==> config.mk <==
export PLATFORM = sky130hd
export DESIGN_NAME = demux_1_to_n
export DESIGN_NICKNAME = d
export VERILOG_FILES = /design/src/rtl/demux_1_to_n.sv
export SDC_FILE = /design/constraint.sdc
export NUM_CORES = 1
export LEC_CHECK = 0
export CAP_MARGIN = 0
export CELL_PAD_IN_SITES_DETAIL_PLACEMENT = 1
export CELL_PAD_IN_SITES_GLOBAL_PLACEMENT = 1
export CORE_ASPECT_RATIO = 1.5
export CORE_UTILIZATION = 31
export DETAILED_ROUTE_END_ITERATION = 10
export PLACE_DENSITY = 0.82
export RECOVER_POWER = 50
export SLEW_MARGIN = 20
export SYNTH_ARGS = -nofsm -noshare
export SYNTH_HDL_FRONTEND = slang
export SYNTH_SLANG_ARGS = --single-unit
==> constraint.sdc <==
create_clock -name clk -period 2.9 [get_ports clk]
set_input_delay 0.58 -clock clk [delete_from_list [all_inputs] [get_ports clk]]
set_output_delay 0.58 -clock clk [all_outputs]
set_load 0.005 [all_outputs]
==> src/rtl/demux_1_to_n.sv <==
// demux_1_to_n: registered 1-to-N stream demultiplexer with valid/ready handshake.
// Ports:
//   clk, rst_n           clock, asynchronous active-low reset
//   in_valid/in_ready    input handshake; a beat is taken when both are high
//   in_sel [M]           destination channel index; values >= N are dropped
//   in_data [W]          payload
//   out_valid [N]        one-hot, bit i = beat pending for channel i
//   out_ready [N]        per-channel consumer ready
//   out_data [W]         payload, broadcast to all channels
//   err_clr              synchronous clear of err and drop_cnt
//   err                  sticky flag, an out-of-range beat was accepted
//   drop_cnt [C]         saturating count of dropped beats
module demux_1_to_n #(
  parameter int N = 9,
  parameter int M = 4,
  parameter int W = 8,
  parameter int C = 8
) (
  input  logic         clk,
  input  logic         rst_n,
  input  logic         in_valid,
  output logic         in_ready,
  input  logic [M-1:0] in_sel,
  input  logic [W-1:0] in_data,
  output logic [N-1:0] out_valid,
  input  logic [N-1:0] out_ready,
  output logic [W-1:0] out_data,
  input  logic         err_clr,
  output logic         err,
  output logic [C-1:0] drop_cnt
);
  logic         r_hold_valid;
  logic [M-1:0] r_hold_sel;
  logic [W-1:0] r_hold_data;
  logic         r_err;
  logic [C-1:0] r_drop_cnt;
  logic         w_drain;
  logic         w_legal;
  logic         w_accept;
  logic         w_load;
  logic         w_drop;
  logic [C-1:0] w_drop_cnt_nxt;
  for (genvar i = 0; i < N; i++) begin : g_out
    assign out_valid[i] = r_hold_valid && (r_hold_sel == M'(i));
  end
  // out_valid is one-hot, so masking it with out_ready picks the pending channel's
  // ready without indexing by a possibly out-of-range select.
  assign w_drain  = |(out_valid & out_ready);
  assign in_ready = !r_hold_valid || w_drain;
  // Extra bit keeps the compare correct when N == 2**M.
  assign w_legal  = {1'b0, in_sel} < (M+1)'(N);
  assign w_accept = in_valid && in_ready;
  assign w_load   = w_accept && w_legal;
  assign w_drop   = w_accept && !w_legal;
  assign out_data = r_hold_data;
  assign err      = r_err;
  assign drop_cnt = r_drop_cnt;
  // A drop coinciding with err_clr counts from zero, so the drop wins.
  always_comb
    w_drop_cnt_nxt = w_drop ? (err_clr ? C'(1) : (&r_drop_cnt ? r_drop_cnt : r_drop_cnt + C'(1)))
                            : (err_clr ? '0 : r_drop_cnt);
  always_ff @(posedge clk or negedge rst_n)
    if (!rst_n) begin
      r_hold_valid <= 1'b0;
      r_hold_sel   <= '0;
      r_hold_data  <= '0;
      r_err        <= 1'b0;
      r_drop_cnt   <= '0;
    end else begin
      r_hold_valid <= w_load || (r_hold_valid && !w_drain);
      if (w_load) begin
        r_hold_sel  <= in_sel;
        r_hold_data <= in_data;
      end
      r_err      <= w_drop || (r_err && !err_clr);
      r_drop_cnt <= w_drop_cnt_nxt;
    end
endmodule

==> impl_metrics.yaml <==
status:
  status: "complete, no violations"
timing:
  finalSetupTns_ns: 0
  max_freq_mhz: 357.0
  tightest_slew_ns: 1.183
  hold_violations: 0
  rsz0062_at_grt: "no"
  skew_ns: 0.005152
  maxSlewHeadroom_pct: 21.13
  slew_violations: 0
  fin_crit_ns: 2.801
  min_period_over_period_pct: 96.60
  report.final.setup_viol: 0
drt:
  vias: 1128
  drc: 0
  drtIter0Drc: 13
  ant_nets: 0
  drt_wl_total_mm: 3.416
  wire_per_inst_um: 16.27
  first_pass_iters: 4
  via_per_inst: 5.371
grt:
  grt_max_degree: 23
  grt_pass1_vias: 1283
  gr-total-overflow: 0
  antenna_found_initial: 0
  track_usage_pct: 18.03
  grt_pass1_wl_mm: 5.768
min_path:
  worstHoldPathCells: 1
  hold_class: "register to register"
floorplan:
  die_h_um: 78.79
  core_mm2: 0.003716
  fp-row-count: 27
  die_w_um: 53.20
  io_pins: 52
  dieArea_mm2: 0.004191
  initial_core_util_pct: 32.79
power_and_ir_drop:
  p_leak_nw: 0.7432
  peakVddDrop_mv: 0.3327
  p_per_area_mw_per_mm2: 793.9
placed_design:
  routabilityCongestion: 0.8170
  portBuffers: 51
  dp_hpwl_mm: 2.697
synthesis:
  synth-compound-area-share_pct: 11.50
  synth_flop_cell: "dfrtp_1"
  syn-num-nets: 142
  synth-simple-area-share_pct: 22.38
  synth_cell_types: 39
  synth.area.mux_share_pct: 14.78
  synthAdderAreaFrac_pct: 1.027
  ys_warn_count: 0
  async_flop_share_pct: 100.0
  ys_seq_elements: 22
  synth_area_leaders: "dfrtp_1 (45%), mux2_1 (12%), mux2_2 (2.8%)"
  ys_seq_area_share_pct: 45.17
  syn_area_per_cell_um2: 10.51
  synth_top_area_share_pct: 45.17
  synth-xor-area-share_pct: 0
  synth_area_mm2: 0.001219
  synth_top_area_cell: "dfrtp_1"
  postSynthCellCount: 116
  synth_top_family_by_area: "simple AND/OR/NAND/NOR gates"
  synth_edf_count: 0
worst_setup_path:
  crit_path_end_kind: "output pin"
  path_class: "input port to output pin"
  cp-start-kind: "input port"
  cpLargestDelayFamily: "buffers and inverters"
  arrival_ns: 2.22
  critPathMaxFanout: 4
  path_common_cell: "clkdlybuf4s50_1"
  cp_slowest_cell: "clkdlybuf4s50_1"
  crit_chain: "clkdlybuf4s50_1, nand3b_1, a211o_1, and4_4, inv_2, clkdlybuf4s50_1"
  critical_path_required_ns: 2.32
  reg2reg_depth: 7
  cp_num_cells: 6
  cpPeakStageDelay_ns: 0.50
  crit_buf_inv: 3
cts:
  cts_num_sinks: 22
  insertion_delay_ns: 0.26
  post_cts_buffers: 0
  hold_buffers: 0
  post_cts_resized: 0
  cts-root-to-sink-buffers: 2
  cts_buffers: 3
  clk_root_buffer_cell: "clkbuf_8"
  clk_pin_slew_worst_paths_ns: 0.08
  h-tree-depth: 1
  cts_tree: "done"
layout:
  final_core_util_pct: 49.33
  layout-drive-gt1-share_pct: 7.784
  antenna_cells: 0
  nFillCells: 425
  fin_nets: 194
  synthToLayoutAreaGrowth_pct: 50.41
run:
  cap_violations: 0
## synth_stat cells, drive strengths merged, types with 2 or more instances
library cell and instances:
buf 5, a21oi 3, o31ai 3, inv 6
o211ai 3, and3 4, nand3b 4, o21ai 2
nor3 5, nand3 6, nor2b 3, nand2 4
nor2 8, dfrtp 22, or4 3, mux2 16
clkbuf 2, nand2b 2
## through the flow
| step | setup slack [ns] | cell area (um2) | hold WS (ns) | cells | power [mW] |
|---|---|---|---|---|---|
| after floorplan | 0.7655 | 1219 | 0.2844 | 116 | 0.8821 |
| after global placement | 0.1215 | 1765 | 0.4702 | 206 | 1.178 |
| after detailed placement | 0.1176 | 1765 | 0.4870 | 206 | 1.217 |
| after CTS | 0.09644 | 1837 | 0.5061 | 210 | 1.508 |
| after global routing | 0.04936 | 1833 | 0.5230 | 210 | 1.563 |
| final | 0.09865 | 1833 | 0.4941 | 210 | 1.455 |
## final timing paths
path | startpoint | to | slack [ns]
setup / recovery | out_ready[2] | in_ready | 0.1
hold / removal | out_data[7]$_DFFE_PN0P_ | out_data[7]$_DFFE_PN0P_ | 0.49
setup reg to reg | r_hold_sel[3]$_DFFE_PN0P_ | out_data[5]$_DFFE_PN0P_ | 0.53
hold reg to reg | out_data[7]$_DFFE_PN0P_ | out_data[7]$_DFFE_PN0P_ | 0.49
max in group asynchronous | rst_n | drop_cnt[0]$_DFFE_PN0P_ | 1.12
min in group asynchronous | rst_n | drop_cnt[6]$_DFFE_PN0P_ | 1.08
## worst reg2reg max path: cells and delay by family (launching register included)
kind	cells	cell delay [ns]
and+or+nand+nor	3	0.85
DFF	1	0.46
buffers and inverters	2	0.41
muxes	1	0.35
AOI/OAI and AO/OA	1	0.19
## cell families (layout without fill, tap and decap cells)
group,Yosys count,in the layout
compound gates,19,19
fa+ha+maj,1,1
buf+inv,13,64
flops,22,22
mux,16,16
simple gates,45,45
## state kept, by name (all words and copies together) (netlist names)
| register | cells |
|---|---|
| r_hold_sel | 4 |
| drop_cnt | 8 |
| out_data | 8 |
| err | 1 |
| r_hold_valid | 1 |
## layout make-up
type | count | area, um2 | share of cell area [%]
Clock inverter | 1 | 30.03 | 1.638
Sequential cell | 22 | 550.5 | 30.03
Multi-Input combinational cell | 81 | 605.6 | 33.04
Tap cell | 43 | 53.80 | 2.935
Timing Repair Buffer | 54 | 529.3 | 28.87
Clock buffer | 3 | 41.29 | 2.253
Inverter | 6 | 22.52 | 1.229
## metal layers
metal  wire [um]  vias to the layer above  track usage [%]
li1            -                      525                -
met1        1352                      554            20.70
met2        1855                       45            34.05
met3         180                        4            2.107
met4          29                        0            3.947
met5           0                        -                0
## report_power, final
| group | switching (mW) | leakage [nW] | internal, mW |
|---|---|---|---|
| combinational | 0.266 | 0.431 | 0.373 |
| clock | 0.0974 | 0.0357 | 0.184 |
| sequential | 0.122 | 0.276 | 0.413 |
| total | 0.485 | 0.743 | 0.970 |
## cell usage in the layout (no fill, tap or decap), types with 4 or more instances in the layout
| master | instances |
|---|---|
| nand3b_1 | 4 |
| nor3_1 | 4 |
| and3_1 | 4 |
| mux2_1 | 13 |
| nor2_1 | 8 |
| dfrtp_1 | 22 |
| clkdlybuf4s50_1 | 38 |
| inv_1 | 5 |
| nand2_1 | 4 |
| dlygate4sd3_1 | 13 |
| nand3_1 | 6 |
Power figures use the tool's default switching activity.
